===== config.mk =====
export PLATFORM = sky130hd
export DESIGN_NAME = fp16_add_arb
export DESIGN_NICKNAME = d
export VERILOG_FILES = /design/src/rtl/fp16_add_arb.sv
export SDC_FILE = /design/constraint.sdc
export NUM_CORES = 1
export LEC_CHECK = 0
export ABC_AREA = 1
export BUFFER_PORTS_ARGS = -buffer_cell sky130_fd_sc_hd__buf_4
export CAP_MARGIN = 20
export CORE_UTILIZATION = 49
export CTS_CLUSTER_DIAMETER = 100
export DETAILED_ROUTE_END_ITERATION = 8
export PLACE_DENSITY = 0.87
export SETUP_SLACK_MARGIN = 0.4
export SLEW_MARGIN = 5
export SYNTH_ARGS = -nofsm -noshare
export SYNTH_HDL_FRONTEND = slang
export SYNTH_SLANG_ARGS = --single-unit

===== constraint.sdc =====
create_clock -name clk -period 2.15 [get_ports clk]
set_clock_uncertainty 0.05 [all_clocks]
set_input_delay 0.1075 -clock clk [delete_from_list [all_inputs] [get_ports clk]]
set_output_delay 0.1075 -clock clk [all_outputs]
set_load 0.02 [all_outputs]

===== src/rtl/fp16_add_arb.sv =====
// fp16_add_arb: round-robin arbiter sharing one fixed-latency fp16 adder among NUM_REQ requesters.
// Requester IDs ride a tag pipeline matched to the adder latency so each sum returns to its owner.
module fp16_add_arb #(
    parameter int NUM_REQ     = 4,
    parameter int ADD_LATENCY = 2
) (
    input  logic                  clk,
    input  logic                  rst,
    input  logic [NUM_REQ-1:0]    req_valid,
    output logic [NUM_REQ-1:0]    req_ready,
    input  logic [16*NUM_REQ-1:0] req_a,
    input  logic [16*NUM_REQ-1:0] req_b,
    output logic [NUM_REQ-1:0]    rsp_valid,
    input  logic [NUM_REQ-1:0]    rsp_ready,
    output logic [16*NUM_REQ-1:0] rsp_result,
    output logic [15:0]           add_a,
    output logic [15:0]           add_b,
    output logic                  add_issue,
    input  logic [15:0]           add_result
);
    localparam int IW = $clog2(NUM_REQ);
    localparam int D  = ADD_LATENCY + 1;

    logic [NUM_REQ-1:0]    busy_q, busy_d, elig, cap, rsp_valid_q, rsp_valid_d;
    logic [IW-1:0]         ptr_q, gnt_id, idx;
    logic                  gnt_vld, add_issue_q;
    logic                  tag_v_q [D];
    logic [IW-1:0]         tag_id_q [D];
    logic [16*NUM_REQ-1:0] rsp_result_q;
    logic [15:0]           add_a_q, add_b_q;

    assign elig = req_valid & ~busy_q;

    // Scan from the farthest slot back to ptr so the nearest eligible index wins.
    always_comb begin
        gnt_vld = 1'b0;
        gnt_id  = '0;
        idx     = '0;
        for (int k = NUM_REQ - 1; k >= 0; k--) begin
            idx = IW'((int'(ptr_q) + k) % NUM_REQ);
            if (elig[idx]) begin
                gnt_vld = 1'b1;
                gnt_id  = idx;
            end
        end
    end

    assign req_ready   = gnt_vld ? (NUM_REQ'(1) << gnt_id) : '0;
    assign cap         = tag_v_q[D-1] ? (NUM_REQ'(1) << tag_id_q[D-1]) : '0;
    assign busy_d      = (busy_q | req_ready) & ~(rsp_valid_q & rsp_ready);
    assign rsp_valid_d = (rsp_valid_q & ~rsp_ready) | cap;

    always_ff @(posedge clk) begin
        if (rst) begin
            busy_q       <= '0;
            ptr_q        <= '0;
            rsp_valid_q  <= '0;
            rsp_result_q <= '0;
            add_a_q      <= '0;
            add_b_q      <= '0;
            add_issue_q  <= 1'b0;
            for (int s = 0; s < D; s++) tag_v_q[s] <= 1'b0;
        end else begin
            busy_q      <= busy_d;
            rsp_valid_q <= rsp_valid_d;
            add_issue_q <= gnt_vld;
            tag_v_q[0]  <= gnt_vld;
            for (int s = 1; s < D; s++) tag_v_q[s] <= tag_v_q[s-1];
            if (gnt_vld) begin
                ptr_q   <= (gnt_id == IW'(NUM_REQ - 1)) ? '0 : gnt_id + 1'b1;
                add_a_q <= req_a[16*gnt_id +: 16];
                add_b_q <= req_b[16*gnt_id +: 16];
            end
            if (tag_v_q[D-1]) rsp_result_q[16*tag_id_q[D-1] +: 16] <= add_result;
        end
    end

    always_ff @(posedge clk) begin
        tag_id_q[0] <= gnt_id;
        for (int s = 1; s < D; s++) tag_id_q[s] <= tag_id_q[s-1];
    end

    assign rsp_valid  = rsp_valid_q;
    assign rsp_result = rsp_result_q;
    assign add_a      = add_a_q;
    assign add_b      = add_b_q;
    assign add_issue  = add_issue_q;
endmodule


# Word level (Yosys, flattened, before mapping)
# Memories as Yosys holds them, arrays and structs flattened.
# Index checks and enable logic that the tools add are counted.
[totals]
output_inout_bits = 105
ff_bits = 107
ram_bits = 9
n_memories = 2
[mem_list]
columns = ["memory", "words", "word_bits", "rd", "rd_clocked_by_memory_dff", "wr", "line_no", "rtl"]
rows = [
  ["tag_id_q", 3, 2, 3, 0, 3, "28", "logic [IW-1:0] tag_id_q [D];"],
  ["tag_v_q", 3, 1, 3, 0, 3, "27", "logic tag_v_q [D];"],
]
[classes]
mux = 26
n_addsub = 5
order_cmp = 4
n_eq_ne = 1
bitwise = 12
shifts = 6
[op_table]
columns = ["cell", "count"]
rows = [
  ["$shiftx 64x7->16", 2],
  ["$bwmux 64", 1],
  ["$shift 16x34->64 const A", 1],
  ["$shiftx 16x34->64", 1],
  ["$neg 6->34", 1],
  ["$and 4x4->4", 4],
  ["$mux 1", 14],
  ["$lt 2x3->1 const B", 4],
  ["$not 4->4", 3],
  ["$mux 2", 5],
  ["$bmux 1 s2", 4],
  ["$mux 4", 2],
  ["$or 4x4->4", 2],
  ["$shl 1x2->4 const A", 2],
  ["$add 2x1->2 const B", 2],
  ["$add 2x2->2 const B", 2],
  ["$or 1x1->1", 3],
  ["$eq 2x2->1 const B", 1],
]

# Logic depth before layout (Yosys ltp)
# Gate-level depths: netlist of the first run.
[depth]
word_depth = 12
mapped_depth = 17

# Least setup slack after synthesis of the first run
# OpenSTA, ideal clock, no wires.
[synth_path]
path_kind = "reg2reg"
start = "register ptr_q[0]"
end = "register busy_q[2]"
period_less_slack_ps = 2093
arrival_time_ps = 1973
path_buffers = 2
required_ps = 2030
stages_incl_launch_ff = 17
setup_slack_ps = 57
path_cell_list = "dfxtp_1 buf_6 xnor2_1 nand2_1 nand2_1 inv_1 nand2_2 nand2_1 nand2_2 nand2_2 buf_6 inv_2 ha_1 inv_1 nor2_1 o21ai_0 a21oi_1"
[synth_via]
elab_chain_len = 11
[synth_rtl]
columns = ["item", "line_no", "rtl"]
rows = [
  ["from (decl)", "25", "logic [IW-1:0] ptr_q, gnt_id, idx;"],
  ["from (signal assigned)", "70", "ptr_q <= (gnt_id == IW'(NUM_REQ - 1)) ? '0 : gnt_id + 1'b1;"],
  ["$add 2x2->2", "40", "idx = IW'((int'(ptr_q) + k) % NUM_REQ);"],
  ["$bmux 1 s2", "41", "if (elig[idx]) begin"],
  ["$mux 1 (not written as such)", "41", ""],
  ["$mux 2 (4 in series)", "41", ""],
  ["$shl 1x2->4", "48", "assign req_ready = gnt_vld ? (NUM_REQ'(1) << gnt_id) : '0;"],
  ["$mux 4 *", "48", ""],
  ["named net req_ready[2]", "10", "output logic [NUM_REQ-1:0] req_ready,"],
  ["$or 4x4->4 *", "50", "assign busy_d = (busy_q | req_ready) & ~(rsp_valid_q & rsp_ready);"],
  ["$and 4x4->4 *", "50", ""],
  ["to (signal assigned)", "64", "busy_q <= busy_d;"],
  ["to (decl)", "24", "logic [NUM_REQ-1:0] busy_q, busy_d, elig, cap, rsp_valid_q, rsp_valid_d;"],
]
# The timed path passes the listed nets; every way through them passes the cells marked *. The select of a mux whose other input is x is not followed.
# A chain may end at the register's enable or synchronous reset.

# Worst setup path in the final report of the first run
[layout_path]
start = "register ptr_q[0]"
end = "output port req_ready[2]"
[layout_via]
elab_chain_len = 9
[layout_rtl]
columns = ["item", "line_no"]
rows = [
  ["$add 2x2->2", "40"],
  ["$bmux 1 s2", "41"],
  ["$mux 1 (not written as such)", "41"],
  ["$mux 2 (4 in series)", "41"],
  ["$shl 1x2->4", "48"],
  ["$mux 4 *", "48"],
  ["to (decl)", "10"],
]
# Every way passes the cells marked *; elsewhere a longest branch is shown, timed or not. The select of a mux whose other input is x is not followed.

==> run summary, run 1 <==
Port Buffers - 258
synthesized area - 0.006232 mm²
Final setup viols - 7
synthesis warning total - 0
max-slew violation count - 0
critical path startpoint category - register
Max Freq - 449.8 MHz
DRC violations left - 0
power per cell area - 1457 mW/mm²
Setup crit end kind - output port
relative slew slack - 0.5652
area grow syn2layout - 57.64%
top cells by area in the synthesized netlist - dfxtp_1 (37%), nand3_1 (15%), inv_1 (14%), nand2_1 (13%), a21oi_1 (5.1%)
register area share after synthesis - 0.3694
most frequent cells after synthesis - inv_1 (235), nand2_1 (217), nand3_1 (183), dfxtp_1 (115), a21oi_1 (63)
Core Area - 0.01221 mm²
Post-Synth Simple-Gate Area - 0.3200
Mapped Cells - 980
RSZ-0062 raised after global routing - true
worst path required time - 1.99 ns
crit-path max FO - 7
WL final - 22460 µm
Die X - 114.8 µm
clk_lat worst skew - 0.40 ns
pin count of the biggest net entering global routing - 46
die area - 0.01317 mm²
Slew @ Worst Pin - 0.6506 ns
clk root buf - clkbuf_16
max cap viols - 0
Post-synth EDFFs - 0
CTS buffer count - 17
post-synthesis adder-cell area fraction - 0.01205
CTS sink cnt - 115
initial antenna violation count - 0
layout net count - 1429
Syn Area/Cell - 6.359 µm²
flops & latches, synth - 115
grt ovf - 0
Total GRT Usage - 0.3283
TritonRoute pass-1 iters - 6
total negative slack - -0.1616 ns
status - complete, but fails checks
vias in the first global route - 7038
maximum clock path buffer count - 2
Vias - 7536
worst setup margin - -0.07314 ns
1st-iter DRT viols - 699
CTS H-Tree Depth - 4
Reg clk slew, reported paths - 0.06 ns
top-count cell post-synth - inv_1
dominant synthesized flop cell - dfxtp_1
top-area cell type share of the netlist area - 0.3694
failing checks - setup timing
Tcrit/Tclk final - 1.034
Initial Utilization - 0.5103
Top Ports - 259
Die Y - 114.8 µm
worst vdd ir - 892.6 µV
post-route ant nets - 0
Static Leak - 5.422 nW
CTS tree - built
first-pass GRT wire length - 33920 µm
final hold violation count - 0
Synth Net Count - 1140
share of layout cells above drive strength 1 - 0.3183
class of the worst hold path - input pin to register
routed len/inst - 15.49 µm
area leader, netlist - dfxtp_1
Distinct cells, synth - 30
GPL Wtd Cong - 0.8751
Compound-Gate Fraction of Synth Area - 0.09958
# diodes - 0
ys async rst share - 0
vias per cell - 5.197
cell row count - 40
mux share of post-synthesis cell area - 0
min Tclk post-route - 2.223 ns
Synth Area in XOR/XNOR - 0.002811
hpwl dp - 13300 µm
largest family of logic cells by synthesized area - simple AND/OR/NAND/NOR gates
WS Path Type - register to output port
Critical Path AT - 2.07 ns
hold slack - 0.03951 ns
==> power by group <==
part | internal, mW | leakage [nW] | switching, mW
registers | 2.55 | 0.941 | 0.241
logic | 3.68 | 4.19 | 4.99
clock network | 1.74 | 0.290 | 1.10
==> timing repair <==
action	in CTS	in global routing
hold endpoints to repair	35	0
buffers inserted	15	2
pin swaps	11	31
resized for setup	47	41
setup endpoints to repair	57	98
cloned	7	1
hold buffers	20	0
==> worst max-delay path, stage by stage, from the launching register on <==
cell,delay (ns)
dfxtp_4,0.38
buf_8,0.15
o21ai_4,0.22
nand2_2,0.11
nand2_2,0.09
inv_2,0.07
nand2_4,0.07
nand2_4,0.06
nand2_8,0.08
inv_6,0.04
ha_4,0.14
inv_2,0.07
nor2_4,0.04
buf_6,0.13
==> kinds of logic after synthesis <==
group                    after synthesis
AND/OR/NAND/NOR                      450
buffers and inverters                294
flip-flops                           115
AO/OA/AOI/OAI                        113
adder cells (fa/ha/maj)                6
XOR/XNOR                               2
==> through the flow <==
step	area [µm²]	total power, mW	std cells	utilization	worst slack (ns)
3_5_place_dp	8366	9.558	1373	0.6850	0.04673
6_report	9824	14.31	1450	0.8045	-0.07314
3_3_place_gp	8366	9.398	1373	0.6850	0.1116
5_1_grt	9824	15.19	1450	0.8045	-0.1660
2_1_floorplan	6290	7.690	980	-	0.3125
4_1_cts	9643	13.72	1447	0.7897	-0.02229
==> worst paths after layout <==
check                              start                     end  slack, ns  cells after the start
hold reg to reg   tag_id_q[0][0]$_DFF_P_  tag_id_q[0][2]$_DFF_P_       0.28                      0
setup reg to reg   ptr_q[0]$_SDFFE_PP0P_  add_a[14]$_SDFFE_PP0P_      -0.03                     16
setup / recovery   ptr_q[0]$_SDFFE_PP0P_            req_ready[2]      -0.07                     13
hold / removal                 req_b[54]   add_b[6]$_SDFFE_PP0P_       0.04                      7
==> metal layers <==
| metal | wire, µm | global-route usage |
|---|---|---|
| met1 | 8476 | 0.3742 |
| met2 | 11080 | 0.5778 |
| met3 | 2049 | 0.08118 |
| met4 | 847 | 0.1558 |
| met5 | 0 | 0 |
==> layout by cell type (no fill, tap or decap), types with 10 or more instances in the layout <==
| master | n |
|---|---|
| a22oi_1 | 10 |
| inv_1 | 227 |
| a21oi_1 | 63 |
| nand3_1 | 168 |
| clkbuf_16 | 17 |
| dfxtp_1 | 111 |
| nand2_1 | 201 |
| nor2_1 | 16 |
| buf_4 | 279 |
| o21ai_0 | 33 |
| nand2_2 | 13 |
| nand2b_1 | 11 |
| dlygate4sd3_1 | 20 |
| nand3_2 | 15 |
==> registers in the layout, indices dropped and copies added, names as in the netlist <==
name	flops
add_b	16
add_a	16
busy_q	4
tag_v_q	3
tag_id_q	6
ptr_q	2
rsp_result	64
rsp_valid	4
==> area by class of cell <==
| cell class | instances | area, µm² |
|---|---|---|
| Multi-Input combinational cell | 571 | 2975 |
| Timing Repair Buffer | 328 | 2831 |
| Fill cell | 856 | 2387 |
| Sequential cell | 115 | 2310 |
| Inverter | 236 | 897.1 |
| Clock buffer | 17 | 425.4 |
| Tap cell | 168 | 210.2 |
| Clock inverter | 15 | 175.2 |
(Power assumes the default switching activity.)
==> run 2, diff against run 1 <==
==> constraint.sdc (replaced) <==
create_clock -name clk -period 2.15 [get_ports clk]
set_clock_uncertainty 0.05 [all_clocks]
set_input_delay 0 -clock clk [delete_from_list [all_inputs] [get_ports clk]]
set_output_delay 0 -clock clk [all_outputs]
set_load 0.02 [all_outputs]
==> run 2 against run 1 <==
The flow now stops in global routing (5_1_grt). Synthesized area is the same. Synthesized cell count is the same.
==> run summary, run 2 <==
status - did not finish
Stop stage - global routing (5_1_grt)
stop err - [ERROR GRT-0232] Routing congestion too high. Check the congestion heatmap in the GUI.
ys async rst share - 0
placed cell area - 0.008343 mm²
grt ovf - 446
Port Buffers - 258
top cells by area in the synthesized netlist - dfxtp_1 (37%), nand3_1 (15%), inv_1 (14%), nand2_1 (13%), a21oi_1 (5.1%)
flops & latches, synth - 115
cell row count - 40
clk root buf - clkbuf_16
Placed Cells - 1370
Top Ports - 259
Worst EP post-GRT repair - req_ready[2]
area leader, netlist - dfxtp_1
top-area cell type share of the netlist area - 0.3694
Syn Area/Cell - 6.359 µm²
pin count of the biggest net entering global routing - 41
synthesis warning total - 0
Total GRT Usage - 0.8844
CTS buffer count - 17
Post-synth EDFFs - 0
Distinct cells, synth - 30
GPL Wtd Cong - 0.8849
dominant synthesized flop cell - dfxtp_1
most frequent cells after synthesis - inv_1 (235), nand2_1 (217), nand3_1 (183), dfxtp_1 (115), a21oi_1 (63)
top-count cell post-synth - inv_1
Initial Utilization - 0.5103
register area share after synthesis - 0.3694
synthesized area - 0.006232 mm²
Die Y - 114.8 µm
Synth Net Count - 1140
maximum clock path buffer count - 2
Mapped Cells - 980
worst_ep kind - primary output
CTS sink cnt - 115
CTS H-Tree Depth - 4
hpwl dp - 13340 µm
Die X - 114.8 µm
[run 2: logic make-up after synthesis]
logic type / count (synthesis) / synth area share
and+or+nand+nor: 450 / 0.3200
buffers and inverters: 294 / 0.1961
DFF: 115 / 0.3694
AOI/OAI and AO/OA: 113 / 0.09958
adders and majority gates: 6 / 0.01205
xor gates and xnor gates: 2 / 0.002811
[run 2: through the flow]
step / setup WS (ns) / hold WS [ns]
after floorplan: 0.3125 / 0.04485
after global placement: 0.1756 / 0.1424
after detailed placement: 0.07456 / 0.1459
after CTS: 0.05207 / 0.004204
[run 2: per-layer routing]
layer,GRT overflow,track usage
met5,0,0.1259
met1,0,0.8233
met3,4,0.7011
met4,136,1.044
met2,306,1.108
[run 2: repair_timing]
item,4_1_cts
resized for setup,40
endpoints found under the setup margin,56
hold buffers,148
buffers inserted,15
hold endpoints to repair,94
pin swaps,13
gates cloned,6
==> run 3, diff against run 2 <==
CORE_UTILIZATION = 35   (was 49)
CTS_CLUSTER_DIAMETER = unset   (was 100)
PLACE_DENSITY = unset   (was 0.87)
PLACE_DENSITY_LB_ADDON = 0.15   (was unset)
SETUP_SLACK_MARGIN = unset   (was 0.4)
==> run 3 against run 2 <==
The flow now finishes without violations.
==> run summary, run 3 (synthesis gave the netlist of run 1 again) <==
status - finished clean
Reg clk slew, reported paths - 0.06 ns
CTS tree - built
maximum clock path buffer count - 2
1st-iter DRT viols - 426
Top Ports - 259
clk root buf - clkbuf_16
GPL Wtd Cong - 0.8457
Die Y - 135.4 µm
pin count of the biggest net entering global routing - 65
Internal - 7.834 mW
Critical Path AT - 2.09 ns
Sequential Power Share - 0.197
pre-CTS setup slack - 0.04047 ns
CTS H-Tree Depth - 4
Port Buffers - 258
DRC violations left - 0
routed len/inst - 14.60 µm
area grow syn2layout - 73.90%
clk_lat worst skew - 0.41 ns
post-layout power - 14.01 mW
CTS sink cnt - 115
Total GRT Usage - 0.2489
filler instances - 1517
relative slew slack - 0.5657
commonest non-fill, non-tap cells in the layout - buf_4 (279), inv_1 (232), nand2_1 (212)
FF/Latch Area - 0.002307 mm²
Max Freq - 467.3 MHz
layout net count - 1549
Switching Power - 6.181 mW
# diodes - 0
vias in the first global route - 7472
Vias - 7667
Die X - 135.4 µm
class of the worst hold path - input pin to register
Clk network pwr share - 0.204
final hold violation count - 0
Initial Utilization - 0.3591
Static Leak - 5.830 nW
r2r setup slk - 0.06 ns
crit-path max FO - 6
Slew @ Worst Pin - 0.6507 ns
combinational power share - 0.599
CTS buffer count - 17
switching part of the total - 0.4410
Core Area - 0.01736 mm²
Largest register FFs - 64
post-route ant nets - 0
hpwl dp - 14090 µm
die area - 0.01834 mm²
power per cell area - 1293 mW/mm²
grt ovf - 0
Tcrit/Tclk final - 0.9954
share of layout cells above drive strength 1 - 0.2568
TritonRoute pass-1 iters - 7
Multi-input gate area - 0.002804 mm²
worst path required time - 2.10 ns
max cap viols - 0
critical path startpoint category - register
vias per cell - 4.712
WL final - 23750 µm
Final setup viols - 0
cell row count - 48
RSZ-0062 raised after global routing - true
initial antenna violation count - 0
max-slew violation count - 0
WS Path Type - register to output port
worst vdd ir - 824.1 µV
Setup crit end kind - output port
min Tclk post-route - 2.140 ns
first-pass GRT wire length - 36140 µm
commonest non-fill, non-tap cell in the layout - buf_4
worst setup margin - 0.009870 ns
[run 3: final timing paths]
check / startpoint / to / depth (start not counted)
setup / recovery: ptr_q[0]$_SDFFE_PP0P_ / req_ready[2] / 15
hold / removal: rsp_ready[2] / busy_q[2]$_SDFF_PP0_ / 3
setup reg to reg: ptr_q[0]$_SDFFE_PP0P_ / add_b[5]$_SDFFE_PP0P_ / 16
hold reg to reg: tag_id_q[0][1]$_DFF_P_ / tag_id_q[0][3]$_DFF_P_ / 0
[run 3: stage by stage]
step	hold WS (ns)	utilization	instances	area [µm²]	setup TNS (ns)
3_5_place_dp	0.1499	0.4822	1430	8369	0
2_1_floorplan	0.04414	-	980	6232	0
6_report	0.2733	0.6244	1627	10840	0
3_3_place_gp	0.1564	0.4822	1430	8369	0
4_1_cts	0.2531	0.6081	1613	10560	-0.01908
5_1_grt	0.2757	0.6244	1627	10840	-2.019
[run 3: layout make-up]
cell class                 count  share of cell area
sequential                   115              0.2129
tap                          225             0.02598
timing repair buffer         448              0.3652
clock buffer                  18             0.03960
clock inverter                14             0.01547
inverter                     236             0.08220
multi-input combinational    571              0.2587
[run 3: power groups by stage]
stage	registers (mW)	clock network (mW)	logic, mW
floorplan	3.07	0	4.48
global placement	2.79	0	6.63
detailed placement	2.79	0	6.66
CTS	2.75	2.92	7.17
global route	2.80	3.01	9.21
finish	2.76	2.86	8.39
[run 3: repair_timing]
item                       4_1_cts  5_1_grt
gates resized for setup         23       21
setup endpoints to repair        4       36
hold endpoints to repair        97        0
hold buffers                   149        0
gates cloned                     0        7
pin swaps                        5        7
setup buffers                    3        7
[run 3: metal layers]
layer / vias to the layer above / GRT usage / routed length [µm]
met5: - / 0 / 0
met4: 0 / 0.09114 / 490
met2: 340 / 0.4219 / 11580
met1: 3450 / 0.3039 / 9969
met3: 49 / 0.06023 / 1715
li1: 3828 / - / -
[run 3: critical path, stage by stage (launching register included)]
cell	delay, ns
dfxtp_4	0.38
buf_6	0.14
nand3_1	0.08
nand2_1	0.11
nand2_2	0.08
nand2_2	0.08
inv_2	0.04
nand2_4	0.08
nand2_4	0.05
nand2_4	0.09
nand2_8	0.07
inv_6	0.06
ha_4	0.13
inv_2	0.04
nor2_4	0.11
buf_6	0.13
==> run 4, diff against run 3 <==
CELL_PAD_IN_SITES_DETAIL_PLACEMENT = 1   (was unset)
CELL_PAD_IN_SITES_GLOBAL_PLACEMENT = 2   (was unset)
CORE_UTILIZATION = 24   (was 35)
==> run 4 against run 3 <==
Register-to-register slack better by 0.02 ns. Hold slack worse by 0.0033 ns. Final cell count rose by 6.8%. Clock power about the same. Sequential power about the same. Count of clock-buffer cells in the layout down 1. Core utilization fell by 19 points. Power is 3.5% higher. Critical path type unchanged. Largest cell class unchanged. Largest power group unchanged.
==> run summary, run 4 (synthesis gave the netlist of run 1 again) <==
worst setup margin - 0.02095 ns
WL final - 27070 µm
Layout Cells excl Fill - 1738
routed len/inst - 15.58 µm
filler instances - 3184
# diodes - 0
maximum clock path buffer count - 2
total negative slack - 0 ns
first-pass GRT wire length - 41180 µm
hold slack - 0.2700 ns
Max Freq - 469.7 MHz
Vias - 7599
Critical Path AT - 2.08 ns
1st-iter DRT viols - 271
cell row count - 58
Multi-input gate area - 0.002843 mm²
Largest register FFs - 64
commonest non-fill, non-tap cells in the layout - buf_4 (281), inv_1 (230), nand2_1 (207)
RSZ-0062 raised after global routing - true
initial antenna violation count - 0
grt ovf - 0
Die X - 163.1 µm
Top Ports - 259
DRC violations left - 0
Die Y - 163.1 µm
Total GRT Usage - 0.1976
TritonRoute pass-1 iters - 4
critical path startpoint category - register
Setup crit end kind - output port
Static Leak - 5.856 nW
GPL Wtd Cong - 0.7520
clk root buf - clkbuf_16
r2r setup slk - 0.08 ns
commonest non-fill, non-tap cell in the layout - buf_4
Core Area - 0.02533 mm²
area grow syn2layout - 77.51%
Top cell by count, worst path - nand2_2
worst path required time - 2.10 ns
max-slew violation count - 0
clk_lat worst skew - 0.41 ns
Slew @ Worst Pin - 0.6281 ns
max incr delay on CP - 0.37 ns
min Tclk post-route - 2.129 ns
power per cell area - 1311 mW/mm²
Reg clk slew, reported paths - 0.06 ns
Tcrit/Tclk final - 0.9903
pin count of the biggest net entering global routing - 65
crit path buf inv count - 5
pre-CTS setup slack - 0.04096 ns
FF/Latch Area - 0.002308 mm²
post-route ant nets - 0
share of layout cells above drive strength 1 - 0.2692
worst vdd ir - 762.0 µV
status - finished clean
CTS H-Tree Depth - 4
Core Util, Final - 0.4368
Top delay family on crit path - simple AND/OR/NAND/NOR gates
hpwl dp - 16900 µm
layout net count - 1555
CTS sink cnt - 115
max cap viols - 0
CTS buffer count - 17
Placed Cells - 1537
Final setup viols - 0
Initial Utilization - 0.2461
die area - 0.02662 mm²
crit path cell chain - buf_6 > nand3_2 > nand2_2 > nand2_2 > nand2_1 > inv_1 > nand2_2 > nand2_2 > nand2_4 > nand2_4 > inv_4 > ha_4 > inv_2 > nor2_4 > buf_6
vias in the first global route - 7836
WS Path Type - register to output port
class of the worst hold path - register to register
Port Buffers - 258
relative slew slack - 0.5803
final hold violation count - 0
crit-path max FO - 5
CTS tree - built
Slowest-stage cell, CP - dfxtp_4
vias per cell - 4.372
-- run 4: cell count changes in the layout (fill, tap and decap cells not counted), moves of 3 or more --
cell           previous run  this run
clkinv_4                  5         2
dlygate4sd3_1           149       152
nand2_1                 212       207
nand2_2                   4        12
nand3_1                 182       178
nand3_2                   1         5
-- run 4: layout make-up --
type,instances,area share
Clock buffer,17,0.03845
Clock inverter,15,0.01493
Inverter,236,0.08030
Multi-Input combinational cell,571,0.2570
Sequential cell,115,0.2087
Tap cell,330,0.03732
Timing Repair Buffer,454,0.3634
-- run 4: path summary, 6_finish.rpt --
check / startpoint / cells after the start / to
max: ptr_q[0]$_SDFFE_PP0P_ / 15 / req_ready[2]
min: tag_id_q[0][3]$_DFF_P_ / 0 / tag_id_q[0][5]$_DFF_P_
max reg2reg: ptr_q[0]$_SDFFE_PP0P_ / 16 / add_b[9]$_SDFFE_PP0P_
min reg2reg: tag_id_q[0][3]$_DFF_P_ / 0 / tag_id_q[0][5]$_DFF_P_
-- run 4: metrics by stage --
| stage | instance area (µm²) | total power, mW |
|---|---|---|
| 2_1_floorplan | 6232 | 7.549 |
| 3_3_place_gp | 8528 | 9.803 |
| 3_5_place_dp | 8528 | 9.856 |
| 4_1_cts | 10820 | 13.74 |
| 5_1_grt | 11060 | 15.69 |
| 6_report | 11060 | 14.50 |
-- run 4: power by group --
group	leakage, nW	switching (mW)	internal (mW)	total (mW)
Sequential	0.941	0.227	2.55	2.77
Clock	0.284	1.22	1.65	2.86
Combinational	4.63	5.17	3.69	8.86
-- run 4: what timing repair did --
action	in CTS	in global routing
endpoints found under the setup margin	4	36
cloned	2	5
resized for setup	23	32
buffers inserted	4	8
endpoints found under the hold margin	104	0
hold buffers	152	0
pin swaps	5	12
-- run 4: routing by layer --
metal / vias to the layer above / GRT usage / part of all wire
met5: - / 0 / 0
met2: 198 / 0.3507 / 0.49
met3: 23 / 0.03911 / 0.050
li1: 3829 / - / -
met4: 0 / 0.05225 / 0.012
met1: 3549 / 0.2406 / 0.45
